### src/rtl/rxdata.sv
// ASCII "0x<hex>" line decoder; o_stb/o_err register one cycle after the deciding byte.
// Accepts a byte on every i_stb with no backpressure; o_data holds the last good word.
module rxdata #(
  parameter int NDIGITS = 8
) (
  input  logic                 i_clk,
  input  logic                 i_reset,
  input  logic                 i_stb,
  input  logic [7:0]           i_byte,
  output logic                 o_stb,
  output logic [4*NDIGITS-1:0] o_data,
  output logic                 o_err
);

  localparam int W  = 4 * NDIGITS;
  localparam int CW = $clog2(NDIGITS + 1);

  typedef enum logic [1:0] {S_IDLE, S_X, S_DIGIT, S_ERR} state_t;

  state_t        state_q, state_d;
  logic [W-1:0]  acc_q, acc_d;
  logic [W-1:0]  data_q, data_d;
  logic [CW-1:0] cnt_q, cnt_d;
  logic          stb_q, stb_d;
  logic          err_q, err_d;

  logic          is_hex;
  logic          is_term;
  logic [3:0]    nib;

  always_comb begin
    is_hex  = 1'b1;
    nib     = 4'd0;
    is_term = (i_byte == 8'h0d) || (i_byte == 8'h0a);
    if (i_byte >= 8'h30 && i_byte <= 8'h39) begin
      nib = i_byte[3:0];
    end else if ((i_byte >= 8'h61 && i_byte <= 8'h66) ||
                 (i_byte >= 8'h41 && i_byte <= 8'h46)) begin
      // 'a'/'A' have low nibble 1, so +9 maps them onto 10..15
      nib = i_byte[3:0] + 4'd9;
    end else begin
      is_hex = 1'b0;
    end
  end

  always_comb begin
    state_d = state_q;
    acc_d   = acc_q;
    cnt_d   = cnt_q;
    data_d  = data_q;
    stb_d   = 1'b0;
    err_d   = 1'b0;
    if (i_stb) begin
      unique case (state_q)
        S_IDLE: begin
          if (i_byte == 8'h30) begin
            state_d = S_X;
          end else if (!is_term) begin
            state_d = S_ERR;
            err_d   = 1'b1;
          end
        end
        S_X: begin
          if (i_byte == 8'h78 || i_byte == 8'h58) begin
            state_d = S_DIGIT;
            acc_d   = '0;
            cnt_d   = '0;
          end else if (is_term) begin
            state_d = S_IDLE;
            err_d   = 1'b1;
          end else begin
            state_d = S_ERR;
            err_d   = 1'b1;
          end
        end
        S_DIGIT: begin
          if (is_hex && cnt_q < CW'(NDIGITS)) begin
            acc_d = {acc_q[W-5:0], nib};
            cnt_d = cnt_q + CW'(1);
          end else if (is_term) begin
            state_d = S_IDLE;
            if (cnt_q != '0) begin
              data_d = acc_q;
              stb_d  = 1'b1;
            end else begin
              err_d = 1'b1;
            end
          end else begin
            // Covers both non-digit bytes and a digit beyond NDIGITS
            state_d = S_ERR;
            err_d   = 1'b1;
          end
        end
        S_ERR: begin
          if (is_term) begin
            state_d = S_IDLE;
          end
        end
        default: state_d = S_IDLE;
      endcase
    end
  end

  always_ff @(posedge i_clk) begin
    if (i_reset) begin
      state_q <= S_IDLE;
      acc_q   <= '0;
      cnt_q   <= '0;
      data_q  <= '0;
      stb_q   <= 1'b0;
      err_q   <= 1'b0;
    end else begin
      state_q <= state_d;
      acc_q   <= acc_d;
      cnt_q   <= cnt_d;
      data_q  <= data_d;
      stb_q   <= stb_d;
      err_q   <= err_d;
    end
  end

  assign o_stb  = stb_q;
  assign o_err  = err_q;
  assign o_data = data_q;

endmodule

### config.mk
export PLATFORM = sky130hd
export DESIGN_NAME = rxdata
export DESIGN_NICKNAME = d
export VERILOG_FILES = /design/src/rtl/rxdata.sv
export SDC_FILE = /design/constraint.sdc
export NUM_CORES = 1
export LEC_CHECK = 0
export ABC_CLOCK_PERIOD_IN_PS = 1700
export CAP_MARGIN = 20
export CORE_ASPECT_RATIO = 0.75
export CORE_MARGIN = 2
export CORE_UTILIZATION = 48
export DETAILED_ROUTE_END_ITERATION = 6
export PLACE_DENSITY = 0.78
export SYNTH_ARGS = -nofsm -noshare
export SYNTH_HDL_FRONTEND = slang
export SYNTH_SLANG_ARGS = --single-unit
### constraint.sdc
create_clock -name i_clk -period 1.7 [get_ports i_clk]
set_input_delay 0.34 -clock i_clk [delete_from_list [all_inputs] [get_ports i_clk]]
set_output_delay 0.34 -clock i_clk [all_outputs]
set_load 0.05 [all_outputs]
==> metrics.md <==
| Metric | Value |
|---|---|
| Status | complete, but fails checks |
| Failing checks | setup timing |
| TritonCTS clock tree | yes |
| Hold_buf cts | 0 |
| Initial cell density of the core | 50.2% |
| Post-route DRC | 0 |
| TNS Setup | -22.9 ps |
| Clk_lat worst skew | 350 ps |
| Worst-margin pin slew | 469 ps |
| Final Cycle Share | 101% |
| Top_reg_cell synth | dfxtp_1 |
| Relative slew slack | 68.7% |
| Final wirelength | 8060 um |
| Top post-synthesis cells by area | dfxtp_1, nand2_1, nand2b_1 |
| Multiplexer share of the synthesized area | 1.02% |
| Post-route ant nets | 0 |
| GRT met3 Usage | 6.54% |
| Max Transition Viols Final | 0 |
| Vias in the first global route | 2626 |
| Combinational Power Share | 6.6% |
| Core ar. | 5890 um^2 |
| Commonest non-fill, non-tap cell in the layout | dfxtp_1 |
| Yosys reg bits | 72 |
| Total die area | 6800 um^2 |
| Number of synthesized flops with an enable pin | 0 |
| Tmin final | 1710 ps |
| Post-Synth Adder-Cell Area | 2.97% |
| Boundary Pins | 45 |
| Avg Inst Size Synth | 8.79 um^2 |
| Clock power share | 41.5% |
| Initial antenna violation count | 0 |
| HP Class | in2reg |
| Sw frac | 22.2% |
| Yosys top cell by area | dfxtp_1 |
| Vias per cell | 5.40 |
| Vias | 2694 |
| # H-tree levels | 3 |
| Clock slew at reported path FFs | 70 ps |
| First-pass GRT wire length | 12700 um |
| Peak Freq | 0.584 GHz |
| Final worst-path setup slack | -11.4 ps |
| GR Overflow Total | 0 |
| Register area share after synthesis | 48.8% |
| Post-synth cell types | 38 |
| Overall Global Routing Usage | 24.5% |
| Required @ worst endpoint | 1990 ps |
| Hold depth | 2 |
| Placed Area | 3570 um^2 |
| Net count after synthesis | 354 |
| Most frequent cells in the layout | dfxtp_1, buf_4, nand2_1, nand2b_1, a21oi_1 |
| Largest family of logic cells by synthesized area | simple AND/OR/NAND/NOR gates |
| Post-synth top area share | 48.8% |
| Row cnt | 24 |
| Max Cap Viol | 0 |
| Worst R2R Setup Slack | 80 ps |
| Pwr Density | 788 nW/um^2 |
| Async S/R FF share, synth | 0% |
| Worst R2R Path Depth | 8 |
| TritonCTS buffer count | 9 |
| Final Cell Area | 4140 um^2 |
| Flop pwr share | 51.9% |
| Met1 GRT Util | 31.8% |
| Worst vdd ir | 0.000416 V |
| Critical path arrival | 2000 ps |
| Port-buffer cells | 44 |
| Setup Viol. Count Final | 3 |
| Die height | 71.9 um |
| GPL Wtd Cong | 0.838 |
| Wire per inst | 16.2 um |
| CP Class | in2reg |
| CP startpoint kind | input pin |
| Most Crowded Layer GR | met2 |
| Pre-CTS WS | -636 ps |
| Synth Area in Compound Gates | 18.6% |
| Drt pass-1 iters | 5 |
| Crit path largest cell delay | 370 ps |
| Clock buffer depth | 2 |
| HPWL Detailed | 4490 um |
| Ys Warns | 0 |
| Post-Synth Simple-Gate Area | 22.5% |
| Synth Instances | 336 |
| NetSw | 0.000724 W |
| Layout cells sized above 1 | 32.1% |
| Clk root buf | clkbuf_8 |
| Final hold vios | 0 |
| Post-Synth XOR/XNOR Area | 0% |
| Critical path cell sequence | dlygate4sd2_1, nor4b_4, o311a_4, o211ai_4, buf_6, or3_1, a21oi_2 |
| Die W | 94.6 um |
| Cell-internal power | 0.00254 W |
| Layout Nets | 434 |
| Cell area after synthesis | 2950 um^2 |
| Slowest-stage cell, CP | nor4b_4 |
| Largest net degree at the start of global routing | 25 |
| Clock Sinks | 72 |
| Met2 global-route usage | 39.8% |
| Syn-to-layout area delta | 40.3% |
| Clock skew | 7.22 ps |
| Initial drt markers | 209 |
| Endpoint class of the critical path | register |
| Antenna Cells | 0 |
| Max FO, Critical Path | 8 |
| Leakage | 1.55 nW |
[stage by stage]
step                hold WS (ps)  utilization, %  total power (W)  cells
finish                       435            70.4          0.00326    499
global route                 451            70.4          0.00337    499
CTS                          384            69.7          0.00326    499
detailed placement           445            60.7          0.00192    468
global placement             441            60.7          0.00191    468
floorplan                    432               -          0.00183    336
[synth_stat cells (all sizes together) (3+ instances only)]
cell,count
o311a,3
o32ai,5
o21ai,6
buf,10
dfxtp,72
nand2b,33
o31ai,4
nand3,3
o22ai,24
a21oi,38
mux2i,3
or3,4
clkbuf,13
inv,14
nor2,8
nor3,3
nand3b,3
ha,7
o211ai,3
nand2,68
[state kept, by name, indices dropped and copies added, names as in the netlist]
register  flops
o_stb         1
state_q       2
o_err         1
o_data       32
acc_q        32
cnt_q         4
[cell type report]
cell class	count	area, um^2
multi-input combinational	227	1520
clock buffer	13	159
timing repair buffer	92	833
sequential	72	1440
clock inverter	3	40.0
fill	463	1740
tap	78	97.6
inverter	14	52.6
[logic make-up after synthesis]
family / count (synthesis)
compound gates: 87
fa+ha+maj: 7
buf+inv: 37
flops: 72
mux: 3
simple gates: 130
[worst max-delay path: cells and delay by family]
| family | cells | cell delay (ps) |
|---|---|---|
| buffers and inverters | 2 | 460 |
| AND/OR/NAND/NOR | 2 | 700 |
| AO/OA/AOI/OAI | 3 | 510 |
[what timing repair did]
| item | 4_1_cts | 5_1_grt |
|---|---|---|
| buffers inserted | 11 | 1 |
| gates resized for setup | 38 | 23 |
| endpoints found under the setup margin | 72 | 68 |
| pin swaps | 9 | 13 |
| gates cloned | 4 | 0 |
[path summary, 6_finish.rpt]
path                                                 to                     from
worst min register to register  o_data[16]$_SDFFE_PP0P_   acc_q[16]$_SDFFE_PP0P_
worst max-delay path              cnt_q[2]$_SDFFE_PP0P_                i_byte[7]
worst min-delay path                   o_stb$_SDFF_PP0_                  i_reset
worst max register to register  o_data[27]$_SDFFE_PP0P_  state_q[0]$_SDFFE_PP0P_
[power by group through the flow]
stage,Sequential [W],Clock (W),Combinational (W)
floorplan,0.00174,0,0.0000871
global placement,0.00173,0,0.000181
detailed placement,0.00173,0,0.000185
CTS,0.00169,0.00137,0.000198
global route,0.00169,0.00145,0.000229
finish,0.00169,0.00135,0.000215
[per-layer routing]
metal	up-vias	wire, um
met5	-	0
met4	0	127
met3	17	563
met2	96	3800
met1	1260	3580
li1	1321	-
Power figures use the tool's default switching activity.
